**src/rtl/amm_mailbox_pkg.sv**
```systemverilog
`default_nettype none
// ============================================================================
// Module      : amm_mailbox_pkg
// Description : Register map, bit positions and run-state type shared by the
//               Avalon-MM mailbox slave and its FIFO.
// Revision    : 1.0 - initial release
// ============================================================================
package amm_mailbox_pkg;

    localparam logic [2:0] c_ADDR_CTRL    = 3'd0;
    localparam logic [2:0] c_ADDR_DISPLAY = 3'd1;
    localparam logic [2:0] c_ADDR_SWITCH  = 3'd2;
    localparam logic [2:0] c_ADDR_FIFO    = 3'd3;
    localparam logic [2:0] c_ADDR_STATUS  = 3'd4;
    localparam logic [2:0] c_ADDR_KEYCNT  = 3'd5;

    localparam int c_CTRL_OVF_IE  = 30;
    localparam int c_CTRL_LVL_IE  = 31;
    localparam int c_STAT_EMPTY   = 8;
    localparam int c_STAT_FULL    = 9;
    localparam int c_STAT_OVF     = 10;

    localparam logic [31:0] c_CTRL_MASK   = 32'hC000_00FF;
    localparam logic [1:0]  c_INIT_LAST   = 2'd3;

    typedef enum logic [0:0] {
        ST_INIT = 1'b0,
        ST_RUN  = 1'b1
    } mb_state_t;

endpackage
`default_nettype wire

```
**src/rtl/mailbox_fifo.sv**
```systemverilog
`default_nettype none
// ============================================================================
// Module      : mailbox_fifo
// Description : Power-of-two FIFO with occupancy level; pushes when full and
//               pops when empty are ignored, empty reads return zero.
// Revision    : 1.0 - initial release
// ============================================================================
module mailbox_fifo #(
    parameter int WIDTH = 32,
    parameter int DEPTH = 16
) (
    input  logic                     clk,
    input  logic                     reset_n,
    input  logic                     push,
    input  logic                     pop,
    input  logic [WIDTH-1:0]         wdata,
    output logic [WIDTH-1:0]         rdata,
    output logic [$clog2(DEPTH):0]   level,
    output logic                     full,
    output logic                     empty
);
    localparam int AW = $clog2(DEPTH);

    logic [WIDTH-1:0] r_mem [DEPTH];
    logic [AW-1:0]    r_wr_ptr;
    logic [AW-1:0]    r_rd_ptr;
    logic [AW:0]      r_level;
    logic             w_do_push;
    logic             w_do_pop;

    assign full      = (r_level == (AW+1)'(DEPTH));
    assign empty     = (r_level == '0);
    assign level     = r_level;
    assign w_do_push = push & ~full;
    assign w_do_pop  = pop & ~empty;
    assign rdata     = empty ? '0 : r_mem[r_rd_ptr];

    always_ff @(posedge clk or negedge reset_n) begin
        if (!reset_n) begin
            for (int i = 0; i < DEPTH; i++) begin
                r_mem[i] <= '0;
            end
        end else if (w_do_push) begin
            r_mem[r_wr_ptr] <= wdata;
        end
    end

    // Pointers are exactly AW bits wide, so they wrap modulo DEPTH on their own.
    always_ff @(posedge clk or negedge reset_n) begin
        if (!reset_n) begin
            r_wr_ptr <= '0;
            r_rd_ptr <= '0;
            r_level  <= '0;
        end else begin
            if (w_do_push) begin
                r_wr_ptr <= r_wr_ptr + 1'b1;
            end
            if (w_do_pop) begin
                r_rd_ptr <= r_rd_ptr + 1'b1;
            end
            case ({w_do_push, w_do_pop})
                2'b10:   r_level <= r_level + 1'b1;
                2'b01:   r_level <= r_level - 1'b1;
                default: r_level <= r_level;
            endcase
        end
    end

endmodule
`default_nettype wire

```
**src/rtl/amm_slave_mailbox.sv**
```systemverilog
`default_nettype none
// ============================================================================
// Module      : amm_slave_mailbox
// Description : Avalon-MM slave with control/display registers, synchronized
//               board inputs, key press counter, mailbox FIFO and interrupt.
// Revision    : 1.0 - initial release
// ============================================================================
module amm_slave_mailbox
    import amm_mailbox_pkg::*;
#(
    parameter int DATAWIDTH  = 32,
    parameter int FIFO_DEPTH = 16
) (
    input  logic                   clk,
    input  logic                   reset_n,
    input  logic [2:0]             avs_address,
    input  logic                   avs_read,
    input  logic                   avs_write,
    input  logic [DATAWIDTH-1:0]   avs_writedata,
    input  logic [DATAWIDTH/8-1:0] avs_byteenable,
    output logic [DATAWIDTH-1:0]   avs_readdata,
    output logic                   avs_readdatavalid,
    output logic                   avs_waitrequest,
    input  logic [17:0]            coe_switches,
    input  logic                   coe_key_n,
    output logic [31:0]            coe_display_data,
    output logic                   irq
);
    localparam int LVL_W = $clog2(FIFO_DEPTH) + 1;
    localparam logic [DATAWIDTH-1:0] c_CTRL_WMASK = DATAWIDTH'(c_CTRL_MASK);

    mb_state_t            r_state;
    logic [1:0]           r_init_cnt;
    logic [DATAWIDTH-1:0] r_ctrl;
    logic [DATAWIDTH-1:0] r_display;
    logic                 r_ovf;
    logic [15:0]          r_keycnt;
    logic [17:0]          r_sw_s1;
    logic [17:0]          r_sw_s2;
    logic                 r_key_s1;
    logic                 r_key_s2;
    logic                 r_key_d;
    logic                 r_rd_v1;
    logic [DATAWIDTH-1:0] r_rd_d1;

    logic [DATAWIDTH-1:0] w_be_mask;
    logic [DATAWIDTH-1:0] w_rd_mux;
    logic [DATAWIDTH-1:0] w_status;
    logic [DATAWIDTH-1:0] w_fifo_rdata;
    logic [LVL_W-1:0]     w_level;
    logic                 w_full;
    logic                 w_empty;
    logic                 w_wr_acc;
    logic                 w_rd_acc;
    logic                 w_push;
    logic                 w_pop;
    logic                 w_key_fall;

    generate
        for (genvar gi = 0; gi < DATAWIDTH/8; gi++) begin : g_be
            assign w_be_mask[8*gi +: 8] = {8{avs_byteenable[gi]}};
        end
    endgenerate

    // A simultaneous read and write executes only the write.
    assign w_wr_acc   = avs_write & ~avs_waitrequest;
    assign w_rd_acc   = avs_read & ~avs_write & ~avs_waitrequest;
    assign w_push     = w_wr_acc & (avs_address == c_ADDR_FIFO);
    assign w_pop      = w_rd_acc & (avs_address == c_ADDR_FIFO);
    assign w_key_fall = r_key_d & ~r_key_s2;

    assign coe_display_data = r_display[31:0];

    mailbox_fifo #(
        .WIDTH (DATAWIDTH),
        .DEPTH (FIFO_DEPTH)
    ) u_fifo (
        .clk     (clk),
        .reset_n (reset_n),
        .push    (w_push),
        .pop     (w_pop),
        .wdata   (avs_writedata),
        .rdata   (w_fifo_rdata),
        .level   (w_level),
        .full    (w_full),
        .empty   (w_empty)
    );

    always_ff @(posedge clk or negedge reset_n) begin
        if (!reset_n) begin
            r_state         <= ST_INIT;
            r_init_cnt      <= '0;
            avs_waitrequest <= 1'b1;
        end else begin
            case (r_state)
                ST_INIT: begin
                    if (r_init_cnt == c_INIT_LAST) begin
                        r_state         <= ST_RUN;
                        avs_waitrequest <= 1'b0;
                    end else begin
                        r_init_cnt <= r_init_cnt + 1'b1;
                    end
                end
                ST_RUN:  avs_waitrequest <= 1'b0;
                default: r_state <= ST_INIT;
            endcase
        end
    end

    always_ff @(posedge clk or negedge reset_n) begin
        if (!reset_n) begin
            r_ctrl    <= '0;
            r_display <= '0;
            r_ovf     <= 1'b0;
        end else begin
            if (w_wr_acc && avs_address == c_ADDR_CTRL) begin
                r_ctrl <= ((r_ctrl & ~w_be_mask) | (avs_writedata & w_be_mask)) & c_CTRL_WMASK;
            end
            if (w_wr_acc && avs_address == c_ADDR_DISPLAY) begin
                r_display <= (r_display & ~w_be_mask) | (avs_writedata & w_be_mask);
            end
            if (w_push && w_full) begin
                r_ovf <= 1'b1;
            end else if (w_wr_acc && avs_address == c_ADDR_STATUS && avs_writedata[c_STAT_OVF]) begin
                r_ovf <= 1'b0;
            end
        end
    end

    always_ff @(posedge clk or negedge reset_n) begin
        if (!reset_n) begin
            r_sw_s1  <= '0;
            r_sw_s2  <= '0;
            r_key_s1 <= 1'b0;
            r_key_s2 <= 1'b0;
            r_key_d  <= 1'b0;
            r_keycnt <= '0;
        end else begin
            r_sw_s1  <= coe_switches;
            r_sw_s2  <= r_sw_s1;
            r_key_s1 <= coe_key_n;
            r_key_s2 <= r_key_s1;
            r_key_d  <= r_key_s2;
            // A clear racing a key edge keeps that edge as the first count.
            if (w_wr_acc && avs_address == c_ADDR_KEYCNT) begin
                r_keycnt <= w_key_fall ? 16'd1 : 16'd0;
            end else if (w_key_fall && r_keycnt != 16'hFFFF) begin
                r_keycnt <= r_keycnt + 16'd1;
            end
        end
    end

    always_comb begin
        w_status               = '0;
        w_status[7:0]          = 8'(w_level);
        w_status[c_STAT_EMPTY] = w_empty;
        w_status[c_STAT_FULL]  = w_full;
        w_status[c_STAT_OVF]   = r_ovf;
    end

    always_comb begin
        w_rd_mux = '0;
        case (avs_address)
            c_ADDR_CTRL:    w_rd_mux = r_ctrl;
            c_ADDR_DISPLAY: w_rd_mux = r_display;
            c_ADDR_SWITCH:  w_rd_mux = DATAWIDTH'(r_sw_s2);
            c_ADDR_FIFO:    w_rd_mux = w_fifo_rdata;
            c_ADDR_STATUS:  w_rd_mux = w_status;
            c_ADDR_KEYCNT:  w_rd_mux = DATAWIDTH'(r_keycnt);
            default:        w_rd_mux = '0;
        endcase
    end

    always_ff @(posedge clk or negedge reset_n) begin
        if (!reset_n) begin
            r_rd_v1           <= 1'b0;
            r_rd_d1           <= '0;
            avs_readdatavalid <= 1'b0;
            avs_readdata      <= '0;
            irq               <= 1'b0;
        end else begin
            r_rd_v1           <= w_rd_acc;
            r_rd_d1           <= w_rd_acc ? w_rd_mux : '0;
            avs_readdatavalid <= r_rd_v1;
            avs_readdata      <= r_rd_v1 ? r_rd_d1 : '0;
            irq <= (r_ctrl[c_CTRL_LVL_IE] && (r_ctrl[7:0] != 8'd0) &&
                    (16'(w_level) >= 16'(r_ctrl[7:0]))) ||
                   (r_ctrl[c_CTRL_OVF_IE] && r_ovf);
        end
    end

endmodule
`default_nettype wire

```
**config.mk**
```make
export PLATFORM = sky130hd
export DESIGN_NAME = amm_slave_mailbox
export DESIGN_NICKNAME = d
export VERILOG_FILES = /design/src/rtl/amm_mailbox_pkg.sv /design/src/rtl/mailbox_fifo.sv /design/src/rtl/amm_slave_mailbox.sv
export SDC_FILE = /design/constraint.sdc
export NUM_CORES = 1
export LEC_CHECK = 0
export ABC_AREA = 1
export CORE_MARGIN = 3
export CORE_UTILIZATION = 35
export CTS_CLUSTER_SIZE = 12
export DETAILED_ROUTE_END_ITERATION = 12
export GPL_TIMING_DRIVEN = 0
export MAX_ROUTING_LAYER = met4
export SLEW_MARGIN = 20
export SYNTH_ARGS = -nofsm -noshare
export SYNTH_HDL_FRONTEND = slang
export SYNTH_HIERARCHICAL = 1
export SYNTH_SLANG_ARGS = --single-unit
export TNS_END_PERCENT = 5
```
**constraint.sdc**
```tcl
create_clock -name clk -period 3.65 [get_ports clk]
set_input_delay 0.73 -clock clk [delete_from_list [all_inputs] [get_ports clk]]
set_output_delay 0.73 -clock clk [all_outputs]
set_load 0.02 [all_outputs]
```
==> flow_summary.json, run 1 <==
{
  "cts_buffers": 78,
  "ys_warn_count": 6,
  "cp_top_family": "buffers and inverters",
  "synth_edf_count": 0,
  "rows": 110,
  "layout-drive-gt1-share": 0.104,
  "min_period_over_period": 0.960,
  "synth_area_mm2": 0.0319,
  "clkTransAtPathRegs_ns": 0.06,
  "cts_buffer_depth": 3,
  "slew_headroom": 0.291,
  "setup_tns_ns": 0,
  "synth_ff_type": "dfrtp_1",
  "drt-wirelength-per-cell_um": 22.4,
  "cp.arrival_ns": 4.03,
  "outcome": "complete, no violations",
  "grt_max_degree": 98,
  "synthCells": 3754,
  "hold_path.class": "input pin to asynchronous set/reset pin",
  "fin_crit_ns": 3.51,
  "fin_nets": 4045,
  "cp-end-kind": "flop",
  "core_area_mm2": 0.0901,
  "ant_nets": 0,
  "placed_cell_area_mm2": 0.0348,
  "r2r-end": "u_fifo/level[4]",
  "synth_nets": 3832,
  "n_fill_cell": 9061,
  "start_util": 0.354,
  "htreeDepth": 3,
  "rrSetupSlack_ns": 0.32,
  "slowest_stage": "clkbuf_1",
  "ys_top_cells_by_area": "dfrtp_1 54%, nand2_1 17%, nand3_1 6.9%",
  "setup_viol": 0,
  "maxCapViolations": 0,
  "synth_top_area_share": 0.544,
  "antenna_found_initial": 2,
  "fin_util": 0.416,
  "final_area_mm2": 0.0375,
  "critPathLaunchType": "input pin",
  "postSynth.asyncResetShare": 1.00,
  "worst_pin_slew_ns": 1.06,
  "ctsRootBufferMaster": "clkbuf_16",
  "io_pins": 129,
  "cpPeakStageDelay_ns": 0.50,
  "post_cts_buffers": 0,
  "dieArea_mm2": 0.0948,
  "worstRegToRegCells": 15,
  "die-height_um": 308,
  "globalRoute.totalOverflow": 0,
  "drt-initial-drc-count": 3311,
  "p_leak_nw": 17.6,
  "hold_viol": 0,
  "globalplace.congestion": 0.926,
  "ir_drop_mv": 0.621,
  "yosysSeqAreaShare": 0.545,
  "vias_per_cell": 5.35,
  "required_ns": 4.17,
  "cellPowerDensity_mw_per_mm2": 771,
  "synth_cell_types": 37,
  "criticalPathCategory": "input pin to flop",
  "grt_pass1_wl_um": 174000,
  "ys_top_cells_by_count": "1,417 x nand2_1, 693 x dfrtp_1, 441 x nand3_1",
  "fin_skew_ns": 0.0372,
  "grtUsageTotal": 0.252,
  "portBuffers": 125,
  "clock_latency_ns": 0.64,
  "dp.cells": 5063,
  "syn_avg_cell_area_um2": 8.50,
  "routed_wl_um": 116000,
  "critPathBufInv": 6,
  "cp_max_fo": 10,
  "synth_top_cell_by_area": "dfrtp_1",
  "cts_tree": "done",
  "clock.fmax_ghz": 0.285,
  "clock-sinks": 694,
  "drc": 0,
  "place_hpwl_um": 82000,
  "synth.most_common_cell": "nand2_1",
  "slew_violations": 0,
  "fp.dieW_um": 308,
  "grt_pass1_vias": 26780,
  "instances_no_fill": 5205,
  "rsz0062_at_grt": "false",
  "vias": 27859,
  "area_growth_pct": 17.5,
  "cp_cell_sequence": "clkdlybuf4s50_1 > inv_1 > nand2_1 > nor2_4 > inv_1 > clkbuf_1 > buf_2 > nor2_1 > nand2_1 > inv_2 > ha_1 > xor2_1 > ha_1 > a21o_1 > nand3_1 > nand3_1 > nand3_1 > nand2_1",
  "r2r_start": "avs_waitrequest",
  "synth_seq_cells": 694,
  "drt-pass1-iter-count": 5
}
==> power by group <==
part,internal [mW],switching [mW]
clock network,4.75,3.27
registers,9.65,1.17
logic,2.98,7.05
==> state kept, by name (all words and copies together), names as in the netlist, 4 cells and up, named ones only <==
signal           flops
r_rd_d1             32
u_fifo/r_rd_ptr      4
r_keycnt            16
u_fifo/r_wr_ptr      4
u_fifo/r_mem       512
r_sw_s1             18
avs_readdata        32
u_fifo/level         5
r_sw_s2             18
==> area by class of cell <==
type	instances	area [um2]	area share
Sequential cell	694	17400	0.464
Buffer	260	1740	0.0464
Multi-Input combinational cell	2648	12200	0.326
Clock buffer	120	2400	0.0642
Timing Repair Buffer	133	1480	0.0394
Tap cell	1176	1470	0.0393
Inverter	152	573	0.0153
Clock inverter	21	209	0.00558
Antenna cell	1	2.50	0.0000668
==> cell families after synthesis <==
group | share of synthesized area
and+or+nand+nor | 0.261
DFF | 0.545
buffers and inverters | 0.0724
AOI/OAI and AO/OA | 0.111
xor gates and xnor gates | 0.00439
adders and majority gates | 0.00628
==> stage by stage <==
stage / hold slack, ns / setup WS [ns] / total power, mW
5_1_grt: 0.0774 / 0.0196 / 30.3
2_1_floorplan: 0.331 / 0.734 / 16.5
6_report: 0.0530 / 0.144 / 28.9
3_5_place_dp: 0.336 / -0.835 / 20.7
4_1_cts: 0.0568 / 0.00760 / 28.7
3_3_place_gp: 0.333 / -30.18 / 20.5
==> placed cells by master (no fill, tap or decap), types with 7 or more instances in the layout <==
master,instances
a21oi_1,47
nand2_8,11
ha_1,16
xor2_1,14
clkinv_2,13
clkbuf_8,21
o21ai_2,86
nand3_1,441
nor2_1,79
buf_2,67
dfrtp_1,693
buf_1,17
buf_4,13
inv_1,146
clkdlybuf4s50_1,124
clkbuf_16,82
nand2_1,1417
clkbuf_1,98
o21ai_1,252
buf_6,80
buf_16,8
o21ai_0,223
a22oi_1,20
nand4_1,8
nand2_4,7
==> metal layers <==
metal / wire length (um) / up-vias / track usage
li1: - / 12603 / -
met1: 50100 / 13742 / 0.348
met2: 50000 / 1237 / 0.361
met3: 10200 / 277 / 0.0457
met4: 6190 / 0 / 0.115
met5: 0 / - / -
==> worst max path at each step <==
stage	slack (ns)	cells after the start	startpoint	to
2_1_floorplan	0.73	18	avs_write	u_fifo/level[4]
3_3_place_gp	-30.18	1	reset_n	u_fifo/r_mem[413]
3_5_place_dp	-0.84	19	avs_write	u_fifo/level[4]
4_1_cts	0.008	19	avs_write	u_fifo/level[4]
5_1_grt	0.02	18	avs_write	u_fifo/level[4]
6_report	0.14	18	avs_write	u_fifo/level[4]
==> timing repair <==
item                                    in CTS  in global routing
hold buffers                                 0                  0
endpoints found under the setup margin       3                  3
gates cloned                                 0                  0
resized for setup                            1                  2
No activity file was read; power rests on OpenSTA's default activity.
==> inputs of run 2 (changes only) <==
==> constraint.sdc (replaced) <==
create_clock -name clk -period 4.4 [get_ports clk]
set_input_delay 0.88 -clock clk [delete_from_list [all_inputs] [get_ports clk]]
set_output_delay 0.88 -clock clk [all_outputs]
set_load 0.02 [all_outputs]
==> run 2 against run 1 <==
Compared with the run above:
- die area unchanged
- utilization is essentially flat
- clock power down 17%
- power decreased by 17%
- routed wire length is 0.16% lower
- sequential power fell by 17%
- sequential share of layout area is essentially flat
- final area is essentially flat
- sequential cell count stayed put
- combinational power shrank 17%
- count of clock-buffer cells in the layout did not move
==> flow_summary.json, run 2 (synthesis results as in run 1) <==
{
  "grtUsageTotal": 0.252,
  "ctsRootBufferMaster": "clkbuf_16",
  "fin_skew_ns": 0.0375,
  "rows": 110,
  "met3_length_um": 10000,
  "seqCellArea_mm2": 0.0174,
  "hold_viol": 0,
  "critPathBufInv": 6,
  "n_fill_cell": 9060,
  "rsz0062_at_grt": "false",
  "place_hpwl_um": 82000,
  "ant_nets": 0,
  "htreeDepth": 3,
  "top_register": "u_fifo/r_mem",
  "slowest_stage": "nor2_1",
  "p_leak_nw": 17.6,
  "clock_latency_ns": 0.64,
  "core_area_mm2": 0.0901,
  "required_ns": 4.92,
  "cp-end-kind": "flop",
  "outcome": "complete, no violations",
  "cts_buffers": 78,
  "min_period_over_period": 0.934,
  "cpMostUsedCell": "nand2_1",
  "maxCapViolations": 0,
  "final_cell_mix": "1,417 x nand2_1, 693 x dfrtp_1, 441 x nand3_1, 252 x o21ai_1, 223 x o21ai_0",
  "cellPowerDensity_mw_per_mm2": 639,
  "clkTransAtPathRegs_ns": 0.06,
  "slew_violations": 0,
  "fin_hold_ws_ns": 0.204,
  "cp_cell_sequence": "clkdlybuf4s50_1 > inv_1 > nand2_1 > nor2_1 > inv_1 > clkbuf_1 > buf_2 > nor2_1 > nand2_1 > inv_1 > ha_1 > xor2_1 > ha_1 > a21o_1 > nand3_1 > nand2_1 > nand2_1 > nand3_1 > nand2_1",
  "io_pins": 129,
  "clock-sinks": 694,
  "area_growth_pct": 17.4,
  "ir_drop_mv": 0.513,
  "antenna_found_initial": 2,
  "grt_pass1_wl_um": 174000,
  "cp_max_fo": 10,
  "vias_per_cell": 5.37,
  "largestRegisters": "u_fifo/r_mem (512), avs_readdata (32), r_rd_d1 (32)",
  "layout_commonest_cell": "nand2_1",
  "post-place-ws_ns": -0.235,
  "fin_crit_ns": 4.11,
  "portBuffers": 125,
  "vias": 27936,
  "route.met2.wl_um": 50100,
  "worst_pin_slew_ns": 1.09,
  "dieArea_mm2": 0.0948,
  "drt-pass1-iter-count": 6,
  "globalplace.congestion": 0.926,
  "setup_viol": 0,
  "cpPeakStageDelay_ns": 0.54,
  "cp.arrival_ns": 4.63,
  "globalRoute.totalOverflow": 0,
  "drc": 0,
  "cts_tree": "done",
  "critPathLaunchType": "input pin",
  "fin_nets": 4045,
  "slew_headroom": 0.272,
  "cp_top_family": "buffers and inverters",
  "fp.dieW_um": 308,
  "routed.top_layer": "met4",
  "multi_input_area_mm2": 0.0122,
  "drt-initial-drc-count": 3215,
  "drt-wirelength-per-cell_um": 22.3,
  "grt_max_degree": 98,
  "met1_length_um": 50000,
  "post_cts_buffers": 0,
  "die-height_um": 308,
  "criticalPathCategory": "input pin to flop",
  "grt_pass1_vias": 26775,
  "cts_buffer_depth": 3,
  "routed_wl_um": 116000,
  "hold_buffers": 0,
  "hold_path.class": "input pin to asynchronous set/reset pin",
  "layout-drive-gt1-share": 0.104,
  "fin_ws_ns": 0.290,
  "postCtsResizedCells": 0,
  "clock.fmax_ghz": 0.243,
  "largest_reg_flops": 512,
  "start_util": 0.354
}
-- run 2: worst paths after layout --
kind | start | endpoint | slack, ns | cells past startpoint
max | avs_write | u_fifo/level[4] | 0.29 | 19
min | reset_n | avs_readdata[15] | 0.20 | 1
max reg2reg | avs_waitrequest | u_fifo/level[4] | 0.70 | 16
min reg2reg | r_sw_s1[12] | r_sw_s2[12] | 0.34 | 0
max in group asynchronous | reset_n | u_fifo/r_mem[257] | 2.22 | 5
min in group clk | r_sw_s1[12] | r_sw_s2[12] | 0.34 | 0
-- run 2: report_power, final --
group	switching [mW]	total, mW	internal, mW
combinational	5.84	8.31	2.47
clock	2.71	6.66	3.94
sequential	0.971	8.97	8.00
total	9.53	23.9	14.4
-- run 2: final cells by class --
cell class              count  share of cell area
clock inverters            21             0.00558
inverters                 152              0.0153
clock buffers             120              0.0642
multi-input cells        2648               0.326
plain buffers             260              0.0464
diodes                      1           0.0000668
well taps                1176              0.0393
repair buffers            133              0.0394
flip-flops and latches    694               0.464
-- run 2: through the flow --
| step | total power, mW | setup TNS, ns | std cells | cell area [um2] | util |
|---|---|---|---|---|---|
| after floorplan | 13.7 | 0 | 3754 | 31900 | - |
| after CTS | 23.8 | 0 | 5204 | 37500 | 0.415 |
| after global routing | 25.2 | 0 | 5205 | 37500 | 0.416 |
| after global placement | 17.0 | - | 5055 | 34600 | 0.384 |
| after detailed placement | 17.1 | -0.412 | 5063 | 34800 | 0.386 |
| final | 23.9 | 0 | 5205 | 37500 | 0.416 |
-- run 2: layer usage --
| metal | vias up | global-route usage |
|---|---|---|
| met5 | - | - |
| met1 | 13830 | 0.348 |
| li1 | 12602 | - |
| met2 | 1225 | 0.361 |
| met4 | 0 | 0.115 |
| met3 | 279 | 0.0457 |
==> inputs of run 3 (changes only) <==
--- a/config.mk
+++ b/config.mk
@@ -8,7 +8,6 @@
 export ABC_AREA = 1
 export CORE_MARGIN = 3
 export CORE_UTILIZATION = 35
-export CTS_CLUSTER_SIZE = 12
 export DETAILED_ROUTE_END_ITERATION = 12
 export GPL_TIMING_DRIVEN = 0
 export MAX_ROUTING_LAYER = met4
==> run 3 against run 2 <==
Compared with the run above:
- final area fell by 0.19%
- first-iteration DRC count rose by 4.7%
- combinational power barely moved
- worst setup slack improved by 0.055 ns
- register-to-register slack improved by 0.05 ns
==> flow_summary.json, run 3 (synthesis results as in run 1) <==
{
  "use_met2": 0.360,
  "grt_busiest_layer": "met2",
  "cp-end-kind": "flop",
  "use_met3": 0.0490,
  "cellPowerDensity_mw_per_mm2": 637,
  "cts_buffer_depth": 3,
  "layout-drive-gt1-share": 0.103,
  "postCtsResizedCells": 0,
  "maxCapViolations": 0,
  "slew_violations": 0,
  "grtUsageTotal": 0.252,
  "ant_nets": 0,
  "ctsRootBufferMaster": "clkbuf_16",
  "slowest_stage": "nor2_1",
  "globalRoute.totalOverflow": 0,
  "cts_tree": "done",
  "worstSetupStartpoint": "avs_write",
  "globalplace.congestion": 0.926,
  "largest_reg_flops": 512,
  "clkTransAtPathRegs_ns": 0.05,
  "ir_drop_mv": 0.517,
  "vias": 27908,
  "place_hpwl_um": 82000,
  "grt_max_degree": 98,
  "min_period_over_period": 0.922,
  "final_area_mm2": 0.0374,
  "setup_viol": 0,
  "cp_cell_sequence": "clkdlybuf4s50_1 > inv_1 > nand2_1 > nor2_1 > inv_1 > clkbuf_1 > buf_2 > nor2_1 > nand2_1 > inv_1 > ha_1 > xor2_1 > ha_1 > a21o_1 > nand3_1 > nand2_1 > nand2_1 > nand3_1 > nand2_1",
  "htreeDepth": 3,
  "antenna_found_initial": 2,
  "hold_buffers": 0,
  "drt-initial-drc-count": 3367,
  "vias_per_cell": 5.37,
  "grt_pass1_wl_um": 174000,
  "required_ns": 4.93,
  "io_pins": 129,
  "critPathLaunchType": "input pin",
  "largestRegisters": "u_fifo/r_mem (512), avs_readdata (32), r_rd_d1 (32)",
  "worst_pin_slew_ns": 1.08,
  "fin_nets": 4045,
  "fp.dieW_um": 308,
  "drt-wirelength-per-cell_um": 22.4,
  "portBuffers": 125,
  "hold_path.class": "input pin to asynchronous set/reset pin",
  "cpPeakStageDelay_ns": 0.50,
  "post_cts_buffers": 0,
  "cp_max_fo": 10,
  "outcome": "complete, no violations",
  "drc": 0,
  "cp.arrival_ns": 4.58,
  "final_cell_mix": "1,417 x nand2_1, 693 x dfrtp_1, 441 x nand3_1, 252 x o21ai_1, 223 x o21ai_0",
  "placed_cell_area_mm2": 0.0348,
  "p_leak_nw": 17.5,
  "start_util": 0.354,
  "clock-sinks": 694,
  "cp_top_family": "buffers and inverters",
  "slew_headroom": 0.282,
  "rsz0062_at_grt": "false",
  "area_growth_pct": 17.2,
  "grt_pass1_vias": 26673,
  "cpMostUsedCell": "nand2_1",
  "routed_wl_um": 116000,
  "top_register": "u_fifo/r_mem",
  "clock.fmax_ghz": 0.247,
  "drt-pass1-iter-count": 6,
  "clock_latency_ns": 0.64,
  "layout_commonest_cell": "nand2_1",
  "die-height_um": 308,
  "r2r_start": "avs_waitrequest",
  "hold_viol": 0,
  "fin_skew_ns": 0.0199,
  "core_area_mm2": 0.0901,
  "fin_crit_ns": 4.06,
  "instances_no_fill": 5198,
  "dp.cells": 5063,
  "criticalPathCategory": "input pin to flop",
  "rows": 110,
  "dieArea_mm2": 0.0948,
  "critPathBufInv": 6,
  "use_met1": 0.346,
  "cts_buffers": 78
}
run 3: changes by cell type in the layout (fill, tap and decap cells not counted):
| cell | change |
|---|---|
| clkinv_2 | -2 |
| clkbuf_16 | -4 |
| diode_2 | +1 |
| clkinv_8 | +2 |
| inv_8 | -1 |
| inv_6 | +1 |
| inv_16 | +1 |
| clkinvlp_4 | +1 |
| clkbuf_1 | -6 |
run 3: worst paths after layout:
kind | endpoint | slack (ns) | cells after the start
max in group asynchronous | u_fifo/r_mem[257] | 2.24 | 5
worst min-delay path | avs_readdata[15] | 0.19 | 1
worst min register to register | r_sw_s2[12] | 0.34 | 0
worst max register to register | u_fifo/level[4] | 0.75 | 16
min in group clk | r_sw_s2[12] | 0.34 | 0
worst max-delay path | u_fifo/level[4] | 0.34 | 19
run 3: stage by stage:
stage	hold WS (ns)	total power, mW	setup slack, ns	setup TNS [ns]	util
finish	0.194	23.8	0.345	0	0.415
global route	0.225	25.0	0.167	0	0.415
CTS	0.199	23.7	0.424	0	0.415
detailed placement	0.336	17.1	-0.235	-0.412	0.386
global placement	0.333	17.0	-29.58	-	0.384
floorplan	0.331	13.7	1.33	0	-
run 3: area by class of cell:
cell class | count | area, um2
multi-input cells | 2648 | 12200
well taps | 1176 | 1470
diodes | 2 | 5.00
repair buffers | 133 | 1480
clock inverters | 23 | 256
clock buffers | 110 | 2280
flip-flops and latches | 694 | 17400
plain buffers | 260 | 1740
inverters | 152 | 573
fillers | 9055 | 52800
run 3: layer usage:
layer	share of wire	wire, um
met1	0.43	49900
met2	0.43	49900
met3	0.088	10200
met4	0.053	6190
met5	0	0
run 3: power by group:
part / internal (mW) / switching [mW] / total, mW
logic: 2.47 / 5.85 / 8.32
clock network: 3.79 / 2.73 / 6.53
registers: 8.00 / 0.968 / 8.97
total: 14.3 / 9.55 / 23.8
run 3: worst register-to-register path: stages (launching register included):
cell and delay (ns):
dfstp_2 0.37, nor2_1 0.52, inv_1 0.13, clkbuf_1 0.34, buf_2 0.32, nor2_1 0.17
nand2_1 0.14, inv_1 0.33, ha_1 0.37, xor2_1 0.22, ha_1 0.18, a21o_1 0.12
nand3_1 0.10, nand2_1 0.08, nand2_1 0.05, nand3_1 0.06, nand2_1 0.05
